--- src/rtl/bcd_counter_display.sv ---
// -----------------------------------------------------------------------------
// bcd_counter_display
//   N-digit BCD up/down counter driven by two raw push-buttons, with a
//   self-scanning, time-multiplexed active-low 7-segment display driver.
//
//   Each button passes through a 2-FF synchroniser, a debouncer and a rising
//   edge detector.  The resulting one-cycle press pulses step the BCD count
//   by one; simultaneous inc/dec pulses cancel.  The scanner holds each digit
//   for SCAN_DIV cycles and drives registered seg/sel outputs.
//
//   Parameters:
//     DIGITS          number of BCD digits counted and displayed (1..8)
//     DEBOUNCE_CYCLES stable cycles before a button level is accepted (>=2)
//     SCAN_DIV        cycles each digit is held active (>=2)
//
//   Ports:
//     clk      system clock, rising edge
//     rst      asynchronous active-high reset
//     btn_inc  raw increment button, active-high, asynchronous
//     btn_dec  raw decrement button, active-high, asynchronous
//     value    packed BCD count, value[3:0] = least significant digit
//     seg      segment cathodes, active-low, {g,f,e,d,c,b,a}
//     sel      digit enables, active-low one-hot, sel[0] = least significant
//
//   Build option:
//     LEADING_ZERO_BLANK_EN  when defined, leading zero digits (index > 0)
//                            are blanked; digit 0 always shows.
// -----------------------------------------------------------------------------
module bcd_counter_display #(
  parameter int unsigned DIGITS          = 4,
  parameter int unsigned DEBOUNCE_CYCLES = 500000,
  parameter int unsigned SCAN_DIV        = 50000
) (
  input  logic                  clk,
  input  logic                  rst,
  input  logic                  btn_inc,
  input  logic                  btn_dec,
  output logic [4*DIGITS-1:0]   value,
  output logic [6:0]            seg,
  output logic [DIGITS-1:0]     sel
);

  localparam int unsigned DB_W   = $clog2(DEBOUNCE_CYCLES);
  localparam int unsigned SCAN_W = $clog2(SCAN_DIV);
  localparam int unsigned IDX_W  = (DIGITS > 1) ? $clog2(DIGITS) : 1;

  // ---------------------------------------------------------------------------
  // Input conditioning: index 0 = inc, index 1 = dec
  // ---------------------------------------------------------------------------
  logic [1:0]      btn_raw;
  logic [1:0]      sync1;
  logic [1:0]      sync2;
  logic [1:0]      db_level;
  logic [1:0]      db_level_q;
  logic [DB_W-1:0] db_cnt [2];
  logic            inc_pulse;
  logic            dec_pulse;

  assign btn_raw = {btn_dec, btn_inc};

  always_ff @(posedge clk or posedge rst) begin
    if (rst) begin
      sync1      <= '0;
      sync2      <= '0;
      db_level   <= '0;
      db_level_q <= '0;
      for (int unsigned i = 0; i < 2; i++) begin
        db_cnt[i] <= '0;
      end
    end else begin
      sync1      <= btn_raw;
      sync2      <= sync1;
      db_level_q <= db_level;
      for (int unsigned i = 0; i < 2; i++) begin
        if (sync2[i] == db_level[i]) begin
          db_cnt[i] <= '0;
        end else if (db_cnt[i] == DB_W'(DEBOUNCE_CYCLES - 1)) begin
          db_level[i] <= sync2[i];
          db_cnt[i]   <= '0;
        end else begin
          db_cnt[i] <= db_cnt[i] + 1'b1;
        end
      end
    end
  end

  assign inc_pulse = db_level[0] & ~db_level_q[0];
  assign dec_pulse = db_level[1] & ~db_level_q[1];

  // ---------------------------------------------------------------------------
  // BCD counter with ripple carry / borrow across digits
  // ---------------------------------------------------------------------------
  logic [4*DIGITS-1:0] val_inc;
  logic [4*DIGITS-1:0] val_dec;
  logic                carry;
  logic                borrow;

  always_comb begin
    val_inc = value;
    val_dec = value;
    carry   = 1'b1;
    borrow  = 1'b1;
    for (int unsigned i = 0; i < DIGITS; i++) begin
      if (carry) begin
        if (value[4*i +: 4] == 4'd9) begin
          val_inc[4*i +: 4] = 4'd0;
        end else begin
          val_inc[4*i +: 4] = value[4*i +: 4] + 4'd1;
          carry             = 1'b0;
        end
      end
      if (borrow) begin
        if (value[4*i +: 4] == 4'd0) begin
          val_dec[4*i +: 4] = 4'd9;
        end else begin
          val_dec[4*i +: 4] = value[4*i +: 4] - 4'd1;
          borrow            = 1'b0;
        end
      end
    end
  end

  always_ff @(posedge clk or posedge rst) begin
    if (rst) begin
      value <= '0;
    end else if (inc_pulse && !dec_pulse) begin
      value <= val_inc;
    end else if (dec_pulse && !inc_pulse) begin
      value <= val_dec;
    end
  end

  // ---------------------------------------------------------------------------
  // Display scanner
  // ---------------------------------------------------------------------------
  logic [SCAN_W-1:0] scan_cnt;
  logic [IDX_W-1:0]  scan_idx;
  logic [3:0]        cur_digit;
  logic              cur_blank;

  function automatic logic [6:0] decode7(input logic [3:0] d);
    logic [6:0] s;
    case (d)
      4'd0:    s = 7'h3F;
      4'd1:    s = 7'h06;
      4'd2:    s = 7'h5B;
      4'd3:    s = 7'h4F;
      4'd4:    s = 7'h66;
      4'd5:    s = 7'h6D;
      4'd6:    s = 7'h7D;
      4'd7:    s = 7'h07;
      4'd8:    s = 7'h7F;
      4'd9:    s = 7'h6F;
      default: s = 7'h00;
    endcase
    return s;
  endfunction

  // Digit select is a compare-mux rather than a variable part-select so that
  // a non-power-of-two DIGITS never indexes past the end of value.
  always_comb begin
    cur_digit = 4'd0;
    cur_blank = 1'b0;
    for (int unsigned i = 0; i < DIGITS; i++) begin
      if (IDX_W'(i) == scan_idx) begin
        cur_digit = value[4*i +: 4];
`ifdef LEADING_ZERO_BLANK_EN
        // Blank when this digit and all more-significant digits are zero.
        cur_blank = (i != 0) && ((value >> (4*i)) == '0);
`endif
      end
    end
  end

  always_ff @(posedge clk or posedge rst) begin
    if (rst) begin
      scan_cnt <= '0;
      scan_idx <= '0;
      seg      <= 7'h7F;
      sel      <= '1;
    end else begin
      if (scan_cnt == SCAN_W'(SCAN_DIV - 1)) begin
        scan_cnt <= '0;
        if (scan_idx == IDX_W'(DIGITS - 1)) begin
          scan_idx <= '0;
        end else begin
          scan_idx <= scan_idx + 1'b1;
        end
      end else begin
        scan_cnt <= scan_cnt + 1'b1;
      end
      sel <= ~(DIGITS'(1) << scan_idx);
      seg <= cur_blank ? 7'h7F : ~decode7(cur_digit);
    end
  end

endmodule
--- config.mk ---
export PLATFORM = sky130hd
export DESIGN_NAME = bcd_counter_display
export DESIGN_NICKNAME = d
export VERILOG_FILES = /design/src/rtl/bcd_counter_display.sv
export SDC_FILE = /design/constraint.sdc
export NUM_CORES = 1
export LEC_CHECK = 0
export CORE_AREA = 2 2 74 129
export CTS_CLUSTER_DIAMETER = 60
export DETAILED_ROUTE_END_ITERATION = 10
export DIE_AREA = 0 0 76 131
export PLACE_DENSITY = 0.72
export SYNTH_ARGS = -nofsm -noshare
export SYNTH_HDL_FRONTEND = slang
export SYNTH_SLANG_ARGS = --single-unit
--- constraint.sdc ---
create_clock -name clk -period 4.37 [get_ports clk]
set_clock_uncertainty 0.15 [all_clocks]
set_input_delay 1.311 -clock clk [delete_from_list [all_inputs] [get_ports clk]]
set_output_delay 1.311 -clock clk [all_outputs]
set_load 0.02 [all_outputs]
-- Word level (Yosys, flattened, before mapping)
Memories as Yosys holds them, arrays and structs flattened.
Cells that the tools add are included.
- register bits: 91
- ROM bits: 112
- input port bits: 4
- output and inout bits: 27
- word-level logic and storage cells: 107
- memories: 1
- memory list (name ; words ; width ; read ports ; clocked after memory_dff ; wr ports ; line ; text):
    (name not given) ; 16 ; 7 ; 1 ; 0 ; 0 ; 143 ; case (d)
- $add $sub $neg: 12
- equal/unequal tests: 16
- shift operators: 1
- multiplexer cells: 36
- bitwise operators: 8
- reduce and logical (&&, ||, !) cells: 18
- operators by type and width (operator ; count):
    two-way mux 19 bit ; 4
    two-way mux 4 bit ; 18
    two-way mux 16 bit ; 3
    adder 19 x 1 -> 19 bit (second input constant) ; 2
    == test 19 bit (second input constant) ; 2
    adder 16 x 1 -> 16 bit (second input constant) ; 1
    adder 4 x 1 -> 4 bit (second input constant) ; 4
    == test 16 bit (second input constant) ; 1
    == test 4 bit (second input constant) ; 4
    zero test 4 bit ; 4
    subtractor 4 x 1 -> 4 bit (second input constant) ; 4
    two-way mux 1 bit ; 10
    AND reduction 3 bit ; 3
    nonzero test 2 bit ; 4
    NOT 7 bit ; 1
    != test 2 bit (second input constant) ; 3
    == test 2 bit (first input constant) ; 2
    NOT 1 bit ; 4
    NOT 4 bit ; 1
    AND reduction 2 bit ; 2
    left shift 1 x 2 -> 4 bit (first input constant) ; 1
    adder 2 x 1 -> 2 bit (second input constant) ; 1
    AND 1 bit ; 2
    == test 1 bit ; 2
    6 further kinds ; 8

-- Depth between registers and ports, before layout
Gate-level depths: netlist of the first run.
- word-level depth: 7
- mapped depth: 9
- depth with buffers taken out: 9

-- Least setup slack after synthesis of the first run
OpenSTA, ideal clock, no wires.
- path type: register -> register
- start point: register db_level[0]
- end point: register value[11]
- library setup time: 0.064 ns
- arrival: 2.134 ns
- data required time: 4.156 ns
- setup slack: 2.022 ns
- cell stages (with the launch flop): 9
- path buffers: 1
- clock period less this slack: 2.348 ns
- cells stage by stage: dfrtp_1 -> nor2b_1 -> ha_1 -> buf_2 -> nor3_2 -> o211ai_4 -> or4_1 -> a21oi_1 -> a211o_1
- cells in the longest elaborated chain, start to end: 5
- elaborated cells between the ends (all ways): 9
- classes of those cells: eq/ne: 1; mux: 1; bitwise: 1; reduce/logical: 6
- ends and longest elaborated chain (what ; line ; text):
    start: declaration ; 53 ; logic [1:0] db_level;
    start signal: indexed assignment ; 78 ; db_level[i] <= sync2[i];
    AND 1 bit * ; 87 ; assign inc_pulse = db_level[0] & ~db_level_q[0];
    zero test 1 bit ; 128 ; end else if (dec_pulse && !inc_pulse) begin
    logical AND 1 bit ; 128 ;
    nonzero test 2 bit (no line) ; -- ;
    AND reduction 3 bit (no line) ; -- ;
    end signal: assignment ; 127 ; value <= val_inc;
    end signal: assignment ; 129 ; value <= val_dec;
    end: declaration ; 38 ; output logic [4*DIGITS-1:0] value,
Every way passes the cells marked *; elsewhere a longest branch is shown, timed or not.
A chain may end at the register's enable or synchronous reset.

-- Worst setup path in the final report of the first run
- start point: register value[0]
- end point: output port value[0]
No word-level cell between the ends.

==> metrics, run 1 <==
status finished clean; drt total wl 9330 um; GRT met3 Usage 3.78%; vias in the first global route 3526; root buffer cell clkbuf_16; Final GP Congestion 0.821; startpoint type of the worst setup path flop; first-pass GRT wire length 16200 um; Clock Path Buffers 2; Cell Count, Final, Fillers Out 634; Mean Syn Cell Area 9.76 um2; largest net degree at the start of global routing 92; R2R Setup Slk 1.55 ns; mapped cell area 0.00479 mm2; Post-CTS Setup Bufs 0; worst path buffer plus inverter count 1; Layout Nets 526; maximum vdd drop 0.000243 V; static leakage 2.34 nW; Synth Register Bits 91; Worst-Margin Slew 0.768 ns; delay-heaviest family, CP buffers and inverters; GRT Total Usage 20.3%; Fillers 760; number of synthesized flops with an enable pin 0; clk_lat worst skew 0.34 ns; share of post-route cells with drive strength above 1 8.75%; gr busiest metal met2; register area share after synthesis 47.8%; slew margin rel. 48.8%; Syn Inst Count 491; Placed Cells 618; setup TNS 0 ns; MaxCap Viol Count 0; commonest non-fill, non-tap cells in the layout 80 x dfrtp_1, 66 x nor2_1, 37 x xor2_1; initial DRC count 251; Worst Min Path Start sync1[1]; final critical-path required period 3.09 ns; Largest stage delay, worst path 0.69 ns; R2R Path Start db_level[0]; drt via density 5.59; Worst Path Arrival 1.63 ns; Clock H-tree levels 3; R2R depth 8; Yosys warnings 0; RSZ-0062 raised after global routing no; FF-to-FF End value[11]; FMAX 0.324 GHz; Cell variety after synth 60; clock sinks 91; die span in x 76 um; asr flop ratio synth 100%; setup violators final 0; Port-buffer cells 30; HPWL after detailed placement 6550 um; Hold Path Stages 0; I/O pin count 31; FP Rows 46; HP Class flop to flop; placed inst area 0.00516 mm2; Min Hold Slack 0.210 ns; DR WL/cell 14.7 um; M2 GR Usage 36.7%; most common cell after layout, fill and taps aside dfrtp_1; total CTS buffers 9; Die H 131 um; Main synth FF type dfrtp_1; Area Growth Syn to Fin 14.3%; critical path class flop to primary output; drt first pass iters 4; Final Max Tran Viols 0; Clock Pin Slew Worst Setup and Hold Paths 0.06 ns; Mapped Nets 508; peak fanout along the critical path 13; CP required 2.91 ns; met1 GRT Util 23.8%; crit end category primary output; GRT overflow 0; CTS tree built; Layout Utilization 61.4%; post-route cell area 0.00548 mm2; final hold vios 0; hold_buf cts 0; hold endpoint sync2[1]; ANT cells 0; CP max-delay cell clkdlybuf4s50_1; crit-path cells clkdlybuf4s50_1; Core ar. 0.00892 mm2; DR vias 3545; Antenna Violating Nets Remaining 0; initial antenna violation count 0; full die area 0.00996 mm2; Post-route DRC 0; # resized after CTS 0; Starting Density 53.7%; period utilization 70.7%; pwr/cell area 307 mW/mm2
-- cell families after synthesis --
family	synth area share, %
AOI/OAI and AO/OA	11.0
muxes	1.83
buffers and inverters	4.02
DFF	47.8
xor gates and xnor gates	10.8
and+or+nand+nor	21.2
adders and majority gates	3.39
-- metrics by stage --
step	total power, mW	worst slack, ns
3_5_place_dp	0.906	1.56
4_1_cts	1.70	1.27
3_3_place_gp	0.905	1.57
6_report	1.68	1.28
5_1_grt	1.74	1.20
2_1_floorplan	0.894	0.564
-- how the worst max path moves through the flow --
stage / from / end / depth (start not counted)
2_1_floorplan: rst / db_cnt[0] / 1
3_3_place_gp: db_level[0] / value[11] / 8
3_5_place_dp: db_level[0] / value[15] / 8
4_1_cts: value[4] / value[4] / 1
5_1_grt: value[4] / value[4] / 1
6_report: value[0] / value[0] / 1
-- layout make-up --
type	instances	area [um2]	area share, %
clock inverter	5	58.8	1.07
clock buffer	11	253	4.62
sequential	91	2290	41.8
tap	120	150	2.74
timing repair buffer	32	328	5.99
inverter	23	87.6	1.60
multi-input combinational	352	2310	42.2
-- per-layer routing --
layer	share of wire [%]	wire (um)
met5	0	0
met4	1.9	181
met3	2.3	212
met2	52	4890
met1	43	4040
-- flip-flops by register name (all words and copies together) (netlist names), 4 cells and up --
register  cells
sel           4
seg           7
value        16
db_cnt       38
scan_cnt     16
-- power breakdown --
group | switching, mW | total [mW] | leakage (nW) | internal, mW
Sequential | 0.00432 | 0.854 | 1.20 | 0.849
Combinational | 0.0259 | 0.0355 | 0.988 | 0.00961
Clock | 0.319 | 0.795 | 0.148 | 0.475
-- Yosys cell counts, types with 2 or more instances --
cell / count / area [um2]
a2bb2oi_1: 6 / 52.6
a31oi_1: 3 / 18.8
and3_1: 18 / 113
buf_2: 10 / 50.1
buf_1: 3 / 11.3
nor2b_1: 4 / 25.0
dfstp_2: 11 / 289
nand2_1: 31 / 116
o22ai_1: 4 / 25.0
o31ai_1: 2 / 15.0
ha_1: 13 / 163
nor2_1: 66 / 248
nor3_2: 2 / 20.0
xnor2_1: 22 / 193
nand4_1: 15 / 93.8
nor4b_1: 2 / 17.5
and4_1: 7 / 61.3
o21ai_0: 16 / 80.1
nor3_1: 11 / 55.1
nor4_1: 7 / 43.8
and2_1: 2 / 12.5
o21a_1: 2 / 15.0
a22oi_1: 2 / 15.0
mux2i_1: 2 / 20.0
inv_1: 22 / 82.6
nand2b_1: 6 / 37.5
a22o_1: 2 / 17.5
nand3_1: 19 / 95.1
xor2_1: 37 / 324
a21oi_1: 13 / 65.1
mux2_2: 6 / 67.6
clkbuf_1: 12 / 45.0
dfrtp_1: 80 / 2000
or3_1: 2 / 12.5
o211ai_1: 2 / 15.0
a221o_1: 5 / 50.1
(Power assumes the default switching activity.)
==> run 2: changes to the inputs <==
clock period = 2.95 ns   (was 4.37 ns; I/O delays follow)
==> run 2 against run 1 <==
First-iteration DRC count is 6.4% higher; combinational power is 61% higher; critical path depth stayed put; core utilization is 0.27 points higher; sequential power is 48% higher; clock power is 43% higher; critical path type unchanged; largest power group unchanged; via count is 1.3% higher; hold slack worse by 0.0059 ns; non-clock buffer count is 3 higher.
==> metrics, run 2 (synthesized netlist as in run 1, its figures left out) <==
status finished clean; maximum vdd drop 0.000332 V (+37%); HP Class flop to flop; RSZ-0062 raised after global routing no; Starting Density 53.7% (unchanged); final critical-path required period 2.68 ns; full die area 0.00996 mm2 (unchanged); Final Max Tran Viols 0 (unchanged); drt first pass iters 5 (+1); Regs by FF count db_cnt: 38 flops, scan_cnt: 16 flops, value: 16 flops; drt via density 5.64 (+0.79%); Fillers 772 (+1.6%); Layout Nets 529 (+0.57%); ANT cells 0 (unchanged); R2R Setup Slk 0.45 ns (-1.10 ns); GRT Total Usage 20.1% (-0.22 points); HPWL after detailed placement 6600 um (+0.77%); largest net degree at the start of global routing 31 (-66%); GRT overflow 0 (unchanged); vias in the first global route 3456 (-2.0%); startpoint type of the worst setup path flop; total CTS buffers 9 (unchanged); CP endpoint value[0]; Antenna Violating Nets Remaining 0 (unchanged); peak fanout along the critical path 13 (unchanged); FMAX 0.373 GHz; most common cell after layout, fill and taps aside dfrtp_1; crit end category primary output; Area Growth Syn to Fin 14.8%; DR vias 3590 (+1.3%); FP Rows 46 (unchanged); Worst-Margin Slew 0.736 ns (-0.0324 ns); Clock Path Buffers 2 (unchanged); Post-CTS Setup Bufs 0 (unchanged); drt total wl 9430 um (+1.1%); max FFs per register 38 (unchanged); Core ar. 0.00892 mm2 (unchanged); I/O pin count 31 (unchanged); Clock H-tree levels 3 (unchanged); critical path class flop to primary output; clock sinks 91 (unchanged); die span in x 76 um (unchanged); FF-to-FF End value[11]; static leakage 2.35 nW (+0.45%); first-pass GRT wire length 16100 um (-0.81%); GRT met3 Usage 3.50% (-0.27 points); final hold vios 0 (unchanged); CTS tree built; gr busiest metal met2; CP max-delay cell clkdlybuf4s50_1; Placed Cells 621 (+0.49%); Biggest register db_cnt; initial antenna violation count 0 (unchanged); CP required 1.92 ns (-0.99 ns); Post-route DRC 0 (unchanged); commonest non-fill, non-tap cells in the layout 80 x dfrtp_1, 66 x nor2_1, 37 x xor2_1; Port-buffer cells 30 (unchanged); crit-path cells clkdlybuf4s50_1; slew margin rel. 51.0% (+2.2 points); Clock Pin Slew Worst Setup and Hold Paths 0.06 ns (about the same); hold_buf cts 0 (unchanged); root buffer cell clkbuf_16; Worst Path Arrival 1.64 ns (about the same); pwr/cell area 448 mW/mm2 (+46%); initial DRC count 267 (+6.4%); worst path buffer plus inverter count 1 (unchanged); M2 GR Usage 35.9% (-0.79 points); share of post-route cells with drive strength above 1 8.90% (+0.14 points); Cell Count, Final, Fillers Out 637 (+0.47%); Final GP Congestion 0.861 (+4.9%); # resized after CTS 0 (unchanged); setup TNS 0 ns (unchanged); Largest stage delay, worst path 0.69 ns (about the same); setup violators final 0 (unchanged); clk_lat worst skew 0.34 ns (about the same); delay-heaviest family, CP buffers and inverters; met1 GRT Util 24.2% (+0.33 points); R2R Path Start db_level[0]; period utilization 90.8%; CP startpoint value[0]; DR WL/cell 14.8 um (+0.60%); Crit path depth 1 (unchanged); R2R depth 7 (-1); MaxCap Viol Count 0 (unchanged); Die H 131 um (unchanged)
run 2: how the worst min path moves through the flow:
stage	depth (start not counted)	slack [ns]	endpoint	startpoint
2_1_floorplan	0	0.18	sync2[0]	sync1[0]
3_3_place_gp	0	0.18	sync2[0]	sync1[0]
3_5_place_dp	0	0.19	sync2[1]	sync1[1]
4_1_cts	0	0.21	sync2[1]	sync1[1]
5_1_grt	0	0.22	sync2[1]	sync1[1]
6_report	0	0.20	sync2[1]	sync1[1]
run 2: layout make-up:
type / instances / area, um2 / area share (%)
Sequential cell: 91 / 2290 / 41.7
Inverter: 23 / 90.1 / 1.64
Multi-Input combinational cell: 352 / 2310 / 42.0
Clock buffer: 12 / 246 / 4.48
Tap cell: 120 / 150 / 2.73
Clock inverter: 4 / 51.3 / 0.933
Timing Repair Buffer: 35 / 363 / 6.60
run 2: per-layer routing:
layer,wire length (um),share of wire (%),up-vias
met2,5070,54,59
met3,262,2.8,11
met1,3960,42,1769
met4,142,1.5,0
li1,-,-,1751
met5,0,0,-
run 2: where the power goes:
group	switching [mW]	internal (mW)	total [mW]
Clock	0.464	0.680	1.14
Sequential	0.00632	1.26	1.26
Combinational	0.0395	0.0177	0.0572
run 2: metrics by stage:
| stage | area (um2) | total power, mW | utilization [%] | setup slack [ns] | hold WS (ns) |
|---|---|---|---|---|---|
| 2_1_floorplan | 4800 | 1.32 | - | 0.602 | 0.181 |
| 3_3_place_gp | 5200 | 1.35 | 58.3 | 0.509 | 0.182 |
| 3_5_place_dp | 5200 | 1.35 | 58.3 | 0.458 | 0.194 |
| 4_1_cts | 5500 | 2.49 | 61.7 | 0.258 | 0.209 |
| 5_1_grt | 5500 | 2.54 | 61.7 | 0.207 | 0.221 |
| 6_report | 5500 | 2.47 | 61.7 | 0.271 | 0.205 |
==> patch 1 (settings of run 1) <==
The option `LEADING_ZERO_BLANK_EN` is turned on by a define.
--- a/src/rtl/bcd_counter_display.sv
+++ b/src/rtl/bcd_counter_display.sv
@@ -27,4 +27,6 @@
 //                            are blanked; digit 0 always shows.
 // -----------------------------------------------------------------------------
+`define LEADING_ZERO_BLANK_EN
+
 module bcd_counter_display #(
   parameter int unsigned DIGITS          = 4,
Formal check against the unedited RTL: same outputs for any inputs over 10 cycles, from zero or initial values and one cycle with rst high; that may be too few to reach the edited logic, so the function may still have changed.
==> patch 1 against run 1 <==
- wire length up 3.6%
- combinational power barely moved
- final cell count increased by 4.7%
- final area grew 2.2%
- fmax down 1.6%
- synthesized cell count up 5.7%
- core utilization grew 1.3 points
- worst setup slack lost 0.050 ns
- critical path depth did not move
- total power is 2.5% higher
- sequential power barely moved
- area after synthesis grew 2.2%
- sequential cell count is the same
- critical path type unchanged
- largest cell class unchanged
- highest routed layer unchanged
==> patch 1: results (changes against run 1) <==
[worst_hold_path]
min_from = sync1[0]
min_to = sync2[0]
worstHoldPathType = register to register

[route]
first_iter_violations = 206  ; -18%
avgRoutedWirePerCell_um = 14.6  ; -1.1%
first_pass_iters = 5  ; +1
viasPerCell = 5.69  ; +1.8%

[clock_tree]
clk_latency_ns = 0.35
postCtsResizedCells = 0  ; unchanged
post_cts_buffers = 0  ; unchanged
cts_buffers = 9  ; unchanged
htreeDepth = 3  ; unchanged
clock_path_buffers = 2  ; unchanged
clk_pin_slew_ns = 0.07

[synth]
yosysWarnings = 0  ; unchanged
seq_area_frac_synth = 0.468  ; -0.0101
synth-async-reset-ratio = 1.00  ; unchanged
synth.area.top_cells = dfrtp_1 41%, xnor2_1 6.4%, dfstp_2 5.9%, nor2_1 5.8%, xor2_1 4.3%
synth_nets = 536  ; +5.5%
synth-main-ff-cell = dfrtp_1
synth_commonest_cells = 80 x dfrtp_1, 75 x nor2_1, 36 x xnor2_1, 31 x nand2_1, 29 x nand3_1
ys_types = 62  ; +3.3%

[global_routing]
antenna_found_initial = 0  ; unchanged
grt_pass1_wl_mm = 16.8  ; +4.0%
grt_max_degree = 57  ; -38%
grt_usage = 0.209  ; +0.00570
first_global_vias = 3824  ; +8.5%

[timing]
worstMarginPinSlew_ns = 0.889  ; +0.121 ns

[worst_setup_path]
worstReg2RegStart = db_level[0]
crit_fanout = 14  ; +1
cp_top_family = buffers and inverters
reg2reg_to = value[15]
critical-path-max-stage-delay_ns = 0.69  ; about the same
reg2regPathDepth = 8  ; unchanged
cpMaxStageDelayCell = clkdlybuf4s50_1
regToRegSetupSlack_ns = 1.29  ; -0.26 ns
cp.arrival_ns = 1.68  ; +0.05 ns

[cells_and_area]
nFillCells = 737  ; -3.0%
n_antenna_cell = 0  ; unchanged
top_regs = db_cnt x38, scan_cnt x16, value x16
drive_gt1_frac = 0.0882  ; +0.000687
nets = 556  ; +5.7%

[pwr]
ir_drop_mv = 0.271  ; +12%
p_int_mw = 1.36  ; +2.1%
power.leakage_nw = 2.33  ; -0.57%

[place]
gp_congestion = 0.840  ; +2.2%
io_buffers = 30  ; unchanged
dp_hpwl_mm = 6.77  ; +3.2%

[run_status]
status = finished clean

patch 1: how the worst max path moves through the flow:
| stage | start | end |
|---|---|---|
| 3_5_place_dp | db_level[0] | value[15] |
| 3_3_place_gp | db_level[0] | value[15] |
| 2_1_floorplan | rst | db_cnt[0] |
| 4_1_cts | value[0] | value[0] |
| 6_report | value[0] | value[0] |
| 5_1_grt | db_level[0] | value[15] |
patch 1: final cells by class:
| class | instances | area share |
|---|---|---|
| timing repair buffer | 34 | 0.0613 |
| clock inverter | 6 | 0.0159 |
| sequential | 91 | 0.409 |
| tap | 120 | 0.0268 |
| clock buffer | 10 | 0.0409 |
| multi-input combinational | 377 | 0.428 |
| inverter | 26 | 0.0177 |
patch 1: layer usage:
| layer | global-route usage | part of all wire |
|---|---|---|
| met1 | 0.228 | 0.41 |
| met2 | 0.393 | 0.54 |
| met3 | 0.0419 | 0.026 |
| met4 | 0.0941 | 0.022 |
| met5 | 0 | 0 |
patch 1: through the flow:
stage | std cells | area (µm²) | total power [mW] | setup WS (ns) | hold slack, ns
floorplan | 519 | 4900 | 0.894 | 0.564 | 0.181
global placement | 648 | 5280 | 0.907 | 1.42 | 0.186
detailed placement | 648 | 5280 | 0.908 | 1.30 | 0.185
CTS | 664 | 5600 | 1.74 | 1.22 | 0.198
global route | 664 | 5600 | 1.78 | 1.15 | 0.208
finish | 664 | 5600 | 1.73 | 1.23 | 0.197
patch 1: logic make-up after synthesis:
family	count (synthesis)	synth area share
AND/OR/NAND/NOR	221	0.227
flip-flops	91	0.468
AO/OA/AOI/OAI	76	0.106
XOR/XNOR	60	0.107
buffers and inverters	51	0.0427
adder cells (fa/ha/maj)	13	0.0332
multiplexers	7	0.0153
patch 1: power by group through the flow:
stage,combinational (mW),sequential [mW],clock [mW]
after detailed placement,0.0376,0.871,0
after floorplan,0.0251,0.869,0
after global routing,0.0425,0.856,0.881
after CTS,0.0376,0.855,0.844
final,0.0355,0.855,0.835
after global placement,0.0366,0.870,0
==> patch 2 (flow settings as in run 1) <==
Made on the original files. Remove the register `seg`: a continuous assignment takes its place, so the output `seg` follows one clock earlier. Comments in the files are not updated.
--- a/src/rtl/bcd_counter_display.sv
+++ b/src/rtl/bcd_counter_display.sv
@@ -177,5 +177,4 @@
       scan_cnt <= '0;
       scan_idx <= '0;
-      seg      <= 7'h7F;
       sel      <= '1;
     end else begin
@@ -191,7 +190,8 @@
       end
       sel <= ~(DIGITS'(1) << scan_idx);
-      seg <= cur_blank ? 7'h7F : ~decode7(cur_digit);
     end
   end
 
+  assign seg = cur_blank ? 7'h7F : ~decode7(cur_digit);
+
 endmodule
Function: changed (a bounded check fails within 4 cycles, from zero or initial values and one cycle with rst high).
==> patch 2 against run 1 <==
- critical path depth grew 8
- area after synthesis fell by 3.4%
- combinational power is 7.0% lower
- wire length fell by 0.42%
- worst setup slack worse by 1.2 ns
- clock power is 4.4% lower
- sequential cell count shrank 7
- final area fell by 2.9%
- total power decreased by 6.0%
- global-route usage fell by 0.49 points
- largest cell class unchanged
- highest routed layer unchanged
==> patch 2: results (changes against run 1) <==
[timing]
maxSlewHeadroom = 0.434  ; -0.0539

[global_routing]
grt_pass1_wl_mm = 15.9  ; -1.8%
antenna_found_initial = 0  ; unchanged
grt_usage = 0.198  ; -0.00495
grt_max_degree = 49  ; -47%
first_global_vias = 3495  ; -0.88%

[place]
place_area_mm2 = 0.00500  ; -3.1%
dp_hpwl_mm = 6.62  ; +1.0%
io_buffers = 30  ; unchanged
gp_congestion = 0.808  ; -1.6%

[worst_setup_path]
startpoint = scan_idx[0]
cp.arrival_ns = 2.83  ; +1.20 ns
crit_fanout = 5  ; -8
worstReg2RegStart = db_level[0]

[route]
wl_mm = 9.29  ; -0.42%
num_vias = 3575  ; +0.85%
first_pass_iters = 4  ; unchanged
first_iter_violations = 221  ; -12%

[synth]
synth.area.top_cells = dfrtp_1 43%, xor2_1 6.8%, nor2_1 5.9%, xnor2_1 4.5%, ha_1 3.5%
synth_nets = 504  ; -0.79%
seq_area_frac_synth = 0.455  ; -0.0229
synth-async-reset-ratio = 1.00  ; unchanged
synth_mux_area_frac = 0.0141  ; -0.00422
synth_xor_xnor_area_share = 0.114  ; +0.00568
synth-compound-area-share = 0.114  ; +0.00385
synthAdderAreaFrac = 0.0351  ; +0.00119
yosysWarnings = 0  ; unchanged
synth-main-ff-cell = dfrtp_1
synth_commonest_cells = 80 x dfrtp_1, 73 x nor2_1, 36 x xor2_1, 29 x nand2_1
ys_types = 62  ; +3.3%

[cells_and_area]
n_antenna_cell = 0  ; unchanged
top_regs = db_cnt x38, scan_cnt x16, value x16
drive_gt1_frac = 0.104  ; +0.0163
nets = 532  ; +1.1%

[clock_tree]
clk_pin_slew_ns = 0.06  ; about the same
clk_latency_ns = 0.34  ; about the same
cts_buffers = 9  ; unchanged
cts-root-buf = clkbuf_16
htreeDepth = 3  ; unchanged
clock_path_buffers = 2  ; unchanged

[pwr]
ir_drop_mv = 0.332  ; +37%
power.leakage_nw = 2.32  ; -0.88%
p_int_mw = 1.24  ; -7.0%

[worst_hold_path]
min_from = sync1[0]
worstHoldPathType = register to register

[run_status]
status = finished clean

[patch 2: per-stage QoR]
step | hold WS [ns] | total power [mW] | setup WS, ns | util | instances
after floorplan | 0.181 | 0.827 | 0.733 | - | 487
after global placement | 0.184 | 0.837 | 0.330 | 0.561 | 622
after detailed placement | 0.185 | 0.838 | 0.147 | 0.561 | 622
after CTS | 0.196 | 1.60 | 0.00246 | 0.595 | 638
after global routing | 0.206 | 1.65 | -0.0245 | 0.596 | 640
final | 0.198 | 1.58 | 0.0832 | 0.596 | 640
[patch 2: kinds of logic (layout without fill, tap and decap cells)]
kind of cell | after synthesis | after routing
AO/OA/AOI/OAI | 75 | 75
XOR/XNOR | 60 | 60
adder cells (fa/ha/maj) | 13 | 13
buffers and inverters | 49 | 82
flip-flops | 84 | 84
multiplexers | 6 | 6
AND/OR/NAND/NOR | 200 | 200
[patch 2: worst max-delay path, stage by stage, from the launching register on]
cell	delay [ns]
dfrtp_1	0.38
inv_1	0.10
ha_1	0.24
nor2b_2	0.17
a221o_1	0.30
a22oi_2	0.25
inv_1	0.13
ha_1	0.24
a2bb2oi_1	0.14
clkdlybuf4s50_1	0.53
[patch 2: layout make-up]
cell class	count	area, µm²
fill	750	3600
clock buffer	10	229
tap	120	150
multi-input combinational	354	2290
clock inverter	6	71.3
inverter	24	91.3
timing repair buffer	42	380
sequential	84	2110
[patch 2: path summary, 6_finish.rpt]
| path | to | slack (ns) | depth (start not counted) |
|---|---|---|---|
| min in group asynchronous | db_cnt[22] | 1.27 | 2 |
| setup / recovery | seg[6] | 0.08 | 9 |
| hold / removal | sync2[0] | 0.20 | 0 |
| hold reg to reg | sync2[0] | 0.20 | 0 |
| max in group asynchronous | db_cnt[18] | 2.00 | 3 |
| setup reg to reg | value[14] | 1.48 | 8 |
[patch 2: what timing repair did]
item	4_1_cts	5_1_grt
resized for setup	5	9
buffers inserted	0	2
endpoints found under the setup margin	6	7
pin swaps	0	1
[patch 2: power groups by stage]
| stage | Sequential [mW] | Combinational, mW | Clock (mW) |
|---|---|---|---|
| 2_1_floorplan | 0.802 | 0.0251 | 0 |
| 3_3_place_gp | 0.803 | 0.0343 | 0 |
| 3_5_place_dp | 0.803 | 0.0349 | 0 |
| 4_1_cts | 0.789 | 0.0349 | 0.775 |
| 5_1_grt | 0.789 | 0.0398 | 0.821 |
| 6_report | 0.789 | 0.0330 | 0.760 |
[patch 2: per-layer routing]
metal | part of all wire | vias up | track usage
li1 | - | 1744 | -
met1 | 0.40 | 1757 | 0.214
met2 | 0.55 | 57 | 0.379
met3 | 0.023 | 17 | 0.0412
met4 | 0.023 | 0 | 0.0781
met5 | 0 | - | 0
